[src/rtl/ff_inv_seq_if.sv]
// Handshake, result and ff_mult operand bundle between ff_inv_seq and its user.
// The user side (master) launches operations and also hosts the shared ff_mult.
interface ff_inv_seq_if #(
  parameter int NUM_BITS = 8
);
  logic                    start;
  logic [NUM_BITS-1:0]     din;
  logic                    busy;
  logic                    done;
  logic [NUM_BITS-1:0]     dout;
  logic [NUM_BITS-1:0]     mult_a;
  logic [NUM_BITS-1:0]     mult_b;
  logic [2*NUM_BITS-2:0]   mult_p;

  modport master (
    output start, din, mult_p,
    input  busy, done, dout, mult_a, mult_b
  );

  modport slave (
    input  start, din, mult_p,
    output busy, done, dout, mult_a, mult_b
  );
endinterface

[src/rtl/ff_inv_seq.sv]
// GF(2^NUM_BITS) exponentiation din^EXP by MSB-first square-and-multiply, time-sharing
// one external combinational ff_mult. EXP=254 gives the AES S-box inverse (inv(0)=0).
module ff_inv_seq #(
  parameter int                  NUM_BITS = 8,
  parameter logic [NUM_BITS:0]   POLY     = 9'h11B,
  parameter logic [NUM_BITS-1:0] EXP      = 8'hFE
) (
  input  logic         clk,
  input  logic         rst,
  ff_inv_seq_if.slave  bus
);

  localparam int IDX_W = (NUM_BITS > 1) ? $clog2(NUM_BITS) : 1;
  localparam int PW    = 2*NUM_BITS-1;

  localparam logic [IDX_W-1:0]    IDX_TOP = IDX_W'(NUM_BITS-1);
  localparam logic [NUM_BITS-1:0] ONE     = NUM_BITS'(1);
  localparam logic [PW-1:0]       POLY_X  = PW'(POLY);

  typedef enum logic [1:0] {
    IDLE   = 2'd0,
    SQUARE = 2'd1,
    MULT   = 2'd2,
    DONE   = 2'd3
  } state_t;

  state_t              state, state_nxt;
  logic [NUM_BITS-1:0] acc, base, dout_q;
  logic [IDX_W-1:0]    idx;
  logic [NUM_BITS-1:0] op_a, op_b;
  logic                busy_o, done_o;
  logic [NUM_BITS-1:0] prod_red;
  logic                exp_bit, idx_zero, launch;

  // Long-division reduction, top bit down. A product already below x^NUM_BITS
  // passes through unchanged, so reduced and unreduced ff_mult flavours both work.
  function automatic logic [NUM_BITS-1:0] red(input logic [PW-1:0] p);
    logic [PW-1:0] r;
    r = p;
    for (int i = PW-1; i >= NUM_BITS; i--) begin
      if (r[i]) r = r ^ (POLY_X << (i - NUM_BITS));
    end
    return r[NUM_BITS-1:0];
  endfunction

  assign prod_red = red(bus.mult_p);
  assign exp_bit  = EXP[idx];
  assign idx_zero = (idx == '0);
  assign launch   = bus.start && !busy_o;

  // ---------------------------------------------------------------- state register
  always_ff @(posedge clk or posedge rst) begin
    if (rst) state <= IDLE;
    else     state <= state_nxt;
  end

  // ---------------------------------------------------------------- next state
  always_comb begin
    state_nxt = state;
    unique case (state)
      IDLE, DONE: state_nxt = bus.start ? SQUARE : IDLE;
      SQUARE: begin
        if (exp_bit)       state_nxt = MULT;
        else if (idx_zero) state_nxt = DONE;
        else               state_nxt = SQUARE;
      end
      MULT:    state_nxt = idx_zero ? DONE : SQUARE;
      default: state_nxt = IDLE;
    endcase
  end

  // ---------------------------------------------------------------- outputs
  always_comb begin
    op_a   = '0;
    op_b   = '0;
    busy_o = 1'b0;
    done_o = 1'b0;
    unique case (state)
      SQUARE: begin
        op_a   = acc;
        op_b   = acc;
        busy_o = 1'b1;
      end
      MULT: begin
        op_a   = acc;
        op_b   = base;
        busy_o = 1'b1;
      end
      DONE:    done_o = 1'b1;
      default: ;
    endcase
  end

  // ---------------------------------------------------------------- datapath
  // idx only steps when the bit just processed is finished; a set bit holds idx
  // across SQUARE->MULT so the multiply belongs to the same exponent bit.
  always_ff @(posedge clk or posedge rst) begin
    if (rst) begin
      acc    <= '0;
      base   <= '0;
      idx    <= '0;
      dout_q <= '0;
    end else begin
      unique case (state)
        IDLE, DONE: begin
          if (launch) begin
            base <= bus.din;
            acc  <= ONE;
            idx  <= IDX_TOP;
          end
        end
        SQUARE: begin
          acc <= prod_red;
          if (!exp_bit) begin
            if (idx_zero) dout_q <= prod_red;
            else          idx    <= idx - 1'b1;
          end
        end
        MULT: begin
          acc <= prod_red;
          if (idx_zero) dout_q <= prod_red;
          else          idx    <= idx - 1'b1;
        end
        default: ;
      endcase
    end
  end

  assign bus.mult_a = op_a;
  assign bus.mult_b = op_b;
  assign bus.busy   = busy_o;
  assign bus.done   = done_o;
  assign bus.dout   = dout_q;

endmodule

[src/flat_wrapper.sv]
// flat-port wrapper written by rule: the top's interface ports become plain ports
module ff_inv_seq_flat 
#(
  parameter int                  NUM_BITS = 8,
  parameter logic [NUM_BITS:0]   POLY     = 9'h11B,
  parameter logic [NUM_BITS-1:0] EXP      = 8'hFE
)
  (clk, rst, bus_start, bus_din, bus_mult_p, bus_busy, bus_done, bus_dout, bus_mult_a, bus_mult_b);
  ff_inv_seq_if #(.NUM_BITS(NUM_BITS)) bus_i ();
  input  logic clk;
  input  logic rst;
  input wire logic [$bits(bus_i.start)-1:0] bus_start;
  input wire logic [$bits(bus_i.din)-1:0] bus_din;
  input wire logic [$bits(bus_i.mult_p)-1:0] bus_mult_p;
  output wire logic [$bits(bus_i.busy)-1:0] bus_busy;
  output wire logic [$bits(bus_i.done)-1:0] bus_done;
  output wire logic [$bits(bus_i.dout)-1:0] bus_dout;
  output wire logic [$bits(bus_i.mult_a)-1:0] bus_mult_a;
  output wire logic [$bits(bus_i.mult_b)-1:0] bus_mult_b;
  assign bus_i.start = bus_start;
  assign bus_i.din = bus_din;
  assign bus_i.mult_p = bus_mult_p;
  assign bus_busy = bus_i.busy;
  assign bus_done = bus_i.done;
  assign bus_dout = bus_i.dout;
  assign bus_mult_a = bus_i.mult_a;
  assign bus_mult_b = bus_i.mult_b;
  ff_inv_seq #(.NUM_BITS(NUM_BITS), .POLY(POLY), .EXP(EXP)) u_core (.clk(clk), .rst(rst), .bus(bus_i));
endmodule
[config.mk]
export PLATFORM = sky130hd
export DESIGN_NAME = ff_inv_seq_flat
export DESIGN_NICKNAME = d
export VERILOG_FILES = /design/src/rtl/ff_inv_seq_if.sv /design/src/rtl/ff_inv_seq.sv /design/src/flat_wrapper.sv
export SDC_FILE = /design/constraint.sdc
export NUM_CORES = 1
export LEC_CHECK = 0
export CAP_MARGIN = 25
export CORE_UTILIZATION = 45
export DETAILED_ROUTE_END_ITERATION = 16
export PLACE_DENSITY = 0.78
export REMOVE_ABC_BUFFERS = 1
export SYNTH_ARGS = -nofsm -noshare
export SYNTH_HDL_FRONTEND = slang
export SYNTH_SLANG_ARGS = --single-unit
[constraint.sdc]
create_clock -name clk -period 1.9 [get_ports clk]
set_input_delay 0.19 -clock clk [delete_from_list [all_inputs] [get_ports clk]]
set_output_delay 0.19 -clock clk [all_outputs]
set_load 0.02 [all_outputs]
# Word-level counts from Yosys, hierarchy flattened
# Memories as Yosys holds them, arrays and structs flattened.
# Index checks and enable logic that the tools add are counted.
# word_totals
regBits	29
out_inout_bits	26
word_cells	55
mem_bits_ro	8
mem_count	1
# mem_list
name	depth	word_bits	rd	rd_clocked_by_memory_dff	write_ports	line_no	rtl
(no name shown)	8	1	1	0	0	ff_inv_seq.sv:47	assign exp_bit = EXP[idx];
# op_classes
n_bitwise	7
n_mux	25
n_eq_ne	5
add_sub_neg	1
reduce_logical	10
magnitude_cmp	1
# ops
operator	n
8-bit case mux with 2 select lines	3
8-bit 2-to-1 mux	5
4-bit inverter	7
11-bit 2-to-1 mux	1
10-bit 2-to-1 mux	1
3-bit 2-to-1 mux	3
9-bit 2-to-1 mux	1
3-bit case mux with 3 select lines	1
7-bit 2-to-1 mux	1
6-bit 2-to-1 mux	1
2-bit case mux with 3 select lines	1
2-bit AND reduction	3
5-bit 2-to-1 mux	1
2-bit == test, second input constant	2
3-bit by 4-bit less-than comparator with 1-bit output, second input constant	1
1-bit 2-to-1 mux	4
2-bit 2-to-1 mux	2
2-bit OR reduction	2
3-bit zero test	1
3-bit by 1-bit subtractor with 3-bit output, second input constant	1
2-bit by 1-bit == test with 1-bit output, second input constant	1
2-bit zero test	1
2-bit by 1-bit != test with 1-bit output, second input constant	1
2-bit != test, second input constant	1
3 further kinds	3

# Depth between registers and ports, before layout
# Gate-level depths: netlist (run 1).
# depth
word_depth	17
ltp_mapped	7
ltp_nobuf	5

# Least setup slack after synthesis (run 1)
# OpenSTA, ideal clock, no wires.
# synth_path
kind	register to register
from	reg u_core.state[0]
to	reg u_core.acc[0]
arrival_time_ns	1.577
path_stages_with_launch	7
slack_ns	0.205
synth_period_minus_slack_ns	1.695
setup_ns	0.119
path_cell_list	dfrtp_1 > inv_1 > ha_1 > clkbuf_1 > inv_1 > or3_1 > o21a_1
# synth_via
elab_chain_cells	6
elab_cells_between_ends	11
# synth_lines
item	line_no	rtl
start: declaration	ff_inv_seq.sv:27	state_t state, state_nxt;
start signal: assignment	ff_inv_seq.sv:54	else state <= state_nxt;
2-bit by 1-bit == test with 1-bit output / 2-bit == test (equally long branches)	ff_inv_seq.sv:78	unique case (state)
2-bit OR reduction (no source line) *	--	
1-bit 2-to-1 mux *	ff_inv_seq.sv:78	
net bus_busy	flat_wrapper.sv:15	output wire logic [$bits(bus_i.busy)-1:0] bus_busy;
1-bit zero test *	ff_inv_seq.sv:49	assign launch = bus.start && !busy_o;
1-bit logical AND *	ff_inv_seq.sv:49	
2-bit by 1-bit != test with 1-bit output (no source line) *	--	
end signal: assignment	ff_inv_seq.sv:113	acc <= prod_red;
end signal: assignment	ff_inv_seq.sv:120	acc <= prod_red;
end: declaration	ff_inv_seq.sv:28	logic [NUM_BITS-1:0] acc, base, dout_q;
# Mark *: on every way through the listed nets, which the timed path passes. The rest lies on a longest branch.
# A chain may end at the register's enable or synchronous reset.

# Worst setup path in the final report (run 1)
# layout_path
from	reg u_core.state[0]
to	out bus_mult_a[1]
# layout_via
elab_chain_cells	3
elab_cells_between_ends	4
# layout_lines
item	line_no	rtl
2-bit by 1-bit == test with 1-bit output / 2-bit == test (equally long branches)	ff_inv_seq.sv:78	
2-bit OR reduction (no source line) *	--	
8-bit 2-to-1 mux *	ff_inv_seq.sv:78	
end: declaration	flat_wrapper.sv:18	output wire logic [$bits(bus_i.mult_a)-1:0] bus_mult_a;
# Every way passes the cells marked *; elsewhere a longest branch is shown, timed or not.

==> impl_metrics.ini, run 1 <==
[run_status]
status = completed

[die]
dieHeight_um = 62.95
coreArea_um2 = 3442
num_rows = 21
die_w_um = 62.95
die-area_um2 = 3963
ioPinCount = 52
start_util = 0.4856

[place]
dpl_cell_area_um2 = 2292
place.gp.congestion = 0.7865
dp_hpwl_mm = 3.011
io_buffers = 51
place_ws_ps = -42.54

[synth]
synthArstFlopShare = 1.000
synth_flop_cell = dfrtp_1
synthCells = 155
synth.top_cell.area_share = 0.4341
synth_top_cell_by_area = dfrtp_1
ys_types = 26
synth_area_leaders = dfrtp_1 (43%), mux2_2 (7.4%), xnor2_1 (6.3%)
synth_warnings = 0
synthesis.area_um2 = 1672
synth_most_common_cell = dfrtp_1
synth_commonest_cells = dfrtp_1 (29), nor2b_1 (12), xnor2_1 (12), mux2_2 (11), nor2_1 (11)
synth_edf_count = 0
syn_avg_cell_area_um2 = 10.78
yosysSeqAreaShare = 0.4341
synth-seq-cells = 29

[clock_tree]
cts_buffer_depth = 2
cts.sinks = 29
cts_htree_levels = 2
clk_pin_slew_worst_paths_ps = 70
cts_hold_buf = 0
cts-root-buf = clkbuf_8
clock_latency_ps = 280
cts_buffers = 5
cts_tree = done

[setup_path]
cp-start-kind = register
crit_path_end_kind = primary output
timing.rr.start = u_core.state[0]
reg2reg_to = u_core.base[7]
crit_type = reg -> out
crit_end = bus_mult_a[1]
r2r_cells = 6
critical_path.max_fanout = 15
worstPathArrival_ps = 1680
startpoint = u_core.state[0]
required_ps = 1710
r2r_slack_ps = 100

[final_layout]
fillers = 261
syn2layout_area_growth_pct = 40.64
fin_area_um2 = 2351
fin_nets = 250
diodes = 0
drive_gt1_frac = 0.2477
post-route-util = 0.6830

[job]
cap_violations = 0

[timing]
fmax_ghz = 0.5344
period_needed_ps = 1871
setup_viol = 0
worstMarginPinSlew_ps = 361.3
fin_crit_sh = 0.9850
worst_slack_ps = 28.58
finalHoldViolCount = 0
slew_violations = 0
skew_ps = 5.405
slew_headroom = 0.7591

[detailed_routing]
drc_errors = 0
ant_nets = 0
routedWlPerCell_um = 15.36
drt-total-wl_mm = 4.055
vias = 1374
drtPass1Iterations = 4
drt_iter0_drc = 136
avgViaCountPerCell = 5.205

[power]
cellLeakagePower_nw = 1.034
power_density_nw_per_um2 = 1644
ir_drop_v = 0.001093

[grt]
grt_pass1_wl_mm = 6.699
antenna_found_initial = 0
grt_usage = 0.2242
gr-total-overflow = 0
grt_max_degree = 30
grt_pass1_vias = 1429

[worst_hold_path]
hp-class = in -> async
## cell usage in the layout (no fill, tap or decap), types with 2 or more instances in the layout
master	instances
xor2_1	2
a22oi_1	8
o2bb2ai_1	3
mux2i_1	2
buf_2	4
clkdlybuf4s50_1	34
clkdlybuf4s15_2	5
inv_1	7
mux2_2	11
o31ai_1	5
ha_2	2
nand2_1	6
nor2_1	11
o22ai_1	4
clkbuf_8	5
o21ai_0	7
a21oi_1	4
dfrtp_1	29
xnor3_1	4
clkbuf_2	7
ha_1	5
clkinv_2	2
buf_4	14
xnor2_1	12
nor2b_1	12
nand2b_1	3
## flip-flops by register name, indices dropped and copies added (netlist names)
register,cells
u_core.acc,8
u_core.base,8
u_core.bus.dout,8
u_core.idx,3
u_core.state,2
## layer usage
layer / up-vias / wire length (um) / GRT usage
met5: - / 0 / 0
met4: 0 / 42 / 0.07849
met3: 2 / 117 / 0.05839
met2: 24 / 2157 / 0.3790
met1: 691 / 1738 / 0.2735
li1: 657 / - / -
## cell type report
class / instances / area [um2] / area share
multi-input combinational: 109 / 889.6 / 0.3784
sequential: 29 / 725.7 / 0.3087
timing repair buffer: 65 / 565.5 / 0.2406
clock buffer: 5 / 68.82 / 0.02927
tap: 46 / 57.56 / 0.02448
inverter: 7 / 26.28 / 0.01118
clock inverter: 3 / 17.52 / 0.007451
## kinds of logic (layout without fill, tap and decap cells)
kind of cell,Yosys count,count (layout),share of synthesized area
fa+ha+maj,7,7,0.05239
mux,13,13,0.08608
buf+inv,17,80,0.03818
xor+xnor,20,20,0.1467
compound gates,35,35,0.1422
flops,29,29,0.4341
simple gates,34,34,0.1003
## metrics by stage
step	TNS (ps)	std cells	hold WS [ps]	total power, mW
3_3_place_gp	0	254	485.8	3.322
4_1_cts	0	262	299.0	3.871
3_5_place_dp	-181.3	254	496.3	3.418
5_1_grt	-60.26	264	339.5	4.115
6_report	0	264	286.3	3.865
2_1_floorplan	-1296	145	268.1	2.396
## worst min path at each step
stage / from / endpoint / slack [ps] / cells past startpoint
floorplan: rst / u_core.acc[0] / 270 / 1
global placement: u_core.bus.dout[3] / u_core.bus.dout[3] / 490 / 2
detailed placement: u_core.base[5] / u_core.base[5] / 500 / 1
CTS: rst / u_core.base[6] / 300 / 3
global route: rst / u_core.base[6] / 340 / 3
finish: rst / u_core.acc[1] / 290 / 3
## where the power goes
group | switching [mW] | internal (mW)
clock network | 0.241 | 0.252
logic | 1.21 | 1.05
registers | 0.197 | 0.913
total | 1.65 | 2.22
## worst max-delay path: stages, from the launching register on
cell and delay (ps):
dfrtp_1 390, inv_1 80, ha_1 320, buf_4 200, nor2b_1 140, clkdlybuf4s15_2 270
## timing repair
item,in CTS,in global routing
gates resized for setup,46,10
setup buffers,0,2
endpoints found under the setup margin,25,23
Power figures use the tool's default switching activity.
==> run 2, diff against run 1 <==
- PLACE_DENSITY: 0.78 -> 0.77
==> impl_metrics.ini, run 2 (synthesized netlist as in run 1, its figures left out) <==
[place]
dpl_cell_area_um2 = 2300
io_buffers = 51
dp_hpwl_mm = 3.163
place.gp.congestion = 0.7901
place_inst = 255
place_ws_ps = -54.52

[grt]
antenna_found_initial = 0
grt_usage = 0.2272
grt_max_degree = 30
grt_pass1_wl_mm = 6.831
grt_pass1_vias = 1420
gr-total-overflow = 0

[timing]
worst_slack_ps = 98.85
fin_crit_sh = 0.9480
holdWs_ps = 279.4
finalHoldViolCount = 0
slew_headroom = 0.7523
slew_violations = 0
skew_ps = 6.960
fmax_ghz = 0.5552
worstMarginPinSlew_ps = 371.5
period_needed_ps = 1801
setup_tns_ps = 0
setup_viol = 0
rsz0062_at_grt = no

[setup_path]
r2r_cells = 7
timing.rr.start = u_core.state[0]
cp_cell_sequence = inv_1 -> ha_1 -> buf_4 -> inv_1 -> buf_4 -> or3_1 -> o21a_1
cp.depth = 7
path_buf_inv = 4
crit_type = reg -> reg
crit_path_top_delay_cell = dfrtp_1
crit_path_end_kind = register
cp_slowest_stage_delay_ps = 410
startpoint = u_core.state[0]
required_ps = 2060
worstPathArrival_ps = 1970
cp_top_family = buffers and inverters
cp-start-kind = register
critical_path.max_fanout = 11

[final_layout]
diodes = 0
final_cell_mix = clkdlybuf4s50_1 (34), dfrtp_1 (29), buf_4 (14)
drive_gt1_frac = 0.2523
syn2layout_area_growth_pct = 38.77
finalNonFillerCells = 264
post-route-util = 0.6739
fin_nets = 250
fillers = 281
fin_area_um2 = 2320
layout_commonest_cell = clkdlybuf4s50_1

[clock_tree]
cts_buffer_depth = 2
clk_pin_slew_worst_paths_ps = 60
cts-root-buf = clkbuf_8
cts_hold_buf = 0
cts_tree = done
cts_buffers = 5
cts.sinks = 29
cts_htree_levels = 2
clock_latency_ps = 280

[detailed_routing]
drtPass1Iterations = 4
drt-total-wl_mm = 4.114
ant_nets = 0
drt_iter0_drc = 81
avgViaCountPerCell = 5.136
vias = 1356
routedWlPerCell_um = 15.58
drc_errors = 0

[die]
die-area_um2 = 3963
start_util = 0.4856
die_w_um = 62.95
dieHeight_um = 62.95
ioPinCount = 52
coreArea_um2 = 3442
num_rows = 21

[power]
ir_drop_v = 0.0008812
cellLeakagePower_nw = 1.046
power_density_nw_per_um2 = 1651
power_mw = 3.829

[worst_hold_path]
hp-class = in -> async

[run_status]
status = completed

[job]
cap_violations = 0
==> run 2: cell count changes in the layout (fill, tap and decap cells not counted), sizes merged <==
cell,previous run,this run
clkbuf,12,16
clkinvlp,1,0
dlygate4sd2,1,0
buf,18,21
clkdlybuf4s15,5,0
==> run 2: area by class of cell <==
| type | instances | area, um2 | share of cell area |
|---|---|---|---|
| multi-input cells | 109 | 897.1 | 0.3867 |
| well taps | 46 | 57.56 | 0.02481 |
| flip-flops and latches | 29 | 725.7 | 0.3128 |
| inverters | 7 | 26.28 | 0.01133 |
| repair buffers | 65 | 530.5 | 0.2287 |
| clock buffers | 6 | 72.57 | 0.03128 |
| clock inverters | 2 | 10.01 | 0.004315 |
==> run 2: worst reg2reg max path, delay by kind of cell (launching register included) <==
| family | cells | cell delay [ps] |
|---|---|---|
| buffers and inverters | 4 | 490 |
| adder cells (fa/ha/maj) | 1 | 330 |
| flip-flops | 1 | 410 |
| AND/OR/NAND/NOR | 1 | 340 |
| AO/OA/AOI/OAI | 1 | 110 |
==> run 2: where the power goes <==
group	leakage, nW	switching (mW)	internal [mW]
Combinational	0.656	1.21	1.03
Clock	0.0450	0.230	0.253
Sequential	0.345	0.192	0.913
==> run 2: worst paths after layout <==
check                                      end  slack [ps]
worst max register to register   u_core.acc[0]         100
worst min register to register  u_core.base[0]         510
min in group clk                u_core.base[0]         510
worst min-delay path            u_core.base[4]         280
worst max-delay path             u_core.acc[0]         100
max in group asynchronous        u_core.idx[2]        1350
==> run 2: repair_timing <==
item                                    in CTS  in global routing
buffers inserted                             0                  1
endpoints found under the setup margin      17                 27
resized for setup                           40                 23
==> run 2: per-layer routing <==
| layer | wire [um] | GRT usage | vias to the layer above |
|---|---|---|---|
| met1 | 1648 | 0.2763 | 667 |
| met4 | 75 | 0.1076 | 0 |
| met3 | 128 | 0.04562 | 7 |
| li1 | - | - | 654 |
| met2 | 2261 | 0.3817 | 28 |
| met5 | 0 | 0 | - |
==> run 3, diff against run 2 <==
- TNS_END_PERCENT: unset -> 5
==> impl_metrics.ini, run 3 (synthesized netlist as in run 1, its figures left out) <==
[setup_path]
worstPathArrival_ps = 1610
cp_slowest_stage_delay_ps = 410
critical_path.max_fanout = 9
reg2reg_to = u_core.acc[0]
startpoint = u_core.state[0]
crit_end = bus_mult_b[6]
cp-start-kind = register
crit_type = reg -> out
r2r_cells = 7
crit_path_end_kind = primary output
crit_path_top_delay_cell = dfrtp_1
timing.rr.start = u_core.state[0]
r2r_slack_ps = 110
cp_cell_sequence = inv_1 -> ha_1 -> buf_4 -> nor2_1 -> buf_2
required_ps = 1710

[clock_tree]
cts-root-buf = clkbuf_8
cts_buffers = 5
cts_htree_levels = 2
clock_latency_ps = 280
cts_hold_buf = 0
cts.sinks = 29
cts_buffer_depth = 2
cts_tree = done
clk_pin_slew_worst_paths_ps = 60

[place]
place_ws_ps = -54.52
dp_hpwl_mm = 3.163
place_inst = 255
io_buffers = 51
place.gp.congestion = 0.7901

[die]
num_rows = 21
die_w_um = 62.95
dieHeight_um = 62.95
start_util = 0.4856
die-area_um2 = 3963
coreArea_um2 = 3442
ioPinCount = 52

[timing]
slew_violations = 0
rsz0062_at_grt = no
slew_headroom = 0.7518
finalHoldViolCount = 0
fin_crit_sh = 0.9468
worstMarginPinSlew_ps = 372.3
period_needed_ps = 1799
worst_slack_ps = 101.0
skew_ps = 7.195
fmax_ghz = 0.5559
setup_tns_ps = 0
setup_viol = 0
holdWs_ps = 281.3

[run_status]
status = completed

[grt]
grt_usage = 0.2272
grt.busiest_layer = met2
gr-total-overflow = 0
grt_use_met2 = 0.3817
grt_pass1_vias = 1420
antenna_found_initial = 0
grt_pass1_wl_mm = 6.831
gr-usage-met3 = 0.04562
grt_max_degree = 30
met1_usage = 0.2763

[detailed_routing]
drt-total-wl_mm = 4.066
drc_errors = 0
routedWlPerCell_um = 15.46
ant_nets = 0
drtPass1Iterations = 4
vias = 1353
drt_iter0_drc = 95
avgViaCountPerCell = 5.144

[power]
cellLeakagePower_nw = 1.041
ir_drop_v = 0.0008732
power_mw = 3.805
power_density_nw_per_um2 = 1646

[worst_hold_path]
hp-class = in -> async

[final_layout]
fillers = 282
syn2layout_area_growth_pct = 38.32
finalNonFillerCells = 263
drive_gt1_frac = 0.2488
fin_nets = 249
final_cell_mix = clkdlybuf4s50_1 (34), dfrtp_1 (29), buf_4 (13)
diodes = 0
layout_commonest_cell = clkdlybuf4s50_1

[job]
cap_violations = 0
-- run 3: worst min path at each step --
stage | slack, ps | end | cells past startpoint | startpoint
2_1_floorplan | 270 | u_core.acc[0] | 1 | rst
3_3_place_gp | 480 | u_core.idx[0] | 1 | u_core.idx[0]
3_5_place_dp | 490 | u_core.base[0] | 1 | u_core.base[0]
4_1_cts | 300 | u_core.base[4] | 3 | rst
5_1_grt | 310 | u_core.base[1] | 3 | rst
6_report | 280 | u_core.base[4] | 3 | rst
-- run 3: power by group --
part / internal (mW) / total (mW) / switching (mW)
Combinational: 1.02 / 2.22 / 1.20
Sequential: 0.913 / 1.11 / 0.193
Clock: 0.253 / 0.482 / 0.229
-- run 3: stage by stage --
| step | area [um2] | util |
|---|---|---|
| 4_1_cts | 2385 | 0.6928 |
| 6_report | 2312 | 0.6718 |
| 5_1_grt | 2312 | 0.6718 |
| 3_5_place_dp | 2300 | 0.6681 |
| 3_3_place_gp | 2300 | 0.6681 |
| 2_1_floorplan | 1634 | - |
-- run 3: worst max-delay path: cells and delay by family, from the launching register on --
family	cells	cell delay, ps
simple gates	1	140
fa+ha+maj	1	330
flops	1	410
buf+inv	3	450
-- run 3: timing repair --
item / CTS / global route
setup buffers: 0 / 0
cloned: 0 / 0
gates resized for setup: 40 / 23
setup endpoints to repair: 17 / 27
-- run 3: final cells by class --
class | instances | area [um2] | share of cell area
Multi-Input combinational cell | 109 | 897.1 | 0.3880
Clock buffer | 6 | 72.57 | 0.03139
Timing Repair Buffer | 64 | 523.0 | 0.2262
Sequential cell | 29 | 725.7 | 0.3139
Inverter | 7 | 26.28 | 0.01136
Clock inverter | 2 | 10.01 | 0.004329
Tap cell | 46 | 57.56 | 0.02489
-- run 3: routing by layer --
metal | part of all wire | vias to the layer above | wire [um]
met2 | 0.54 | 28 | 2206
met5 | 0 | - | 0
met4 | 0.014 | 0 | 56
li1 | - | 651 | -
met3 | 0.032 | 4 | 130
met1 | 0.41 | 670 | 1673
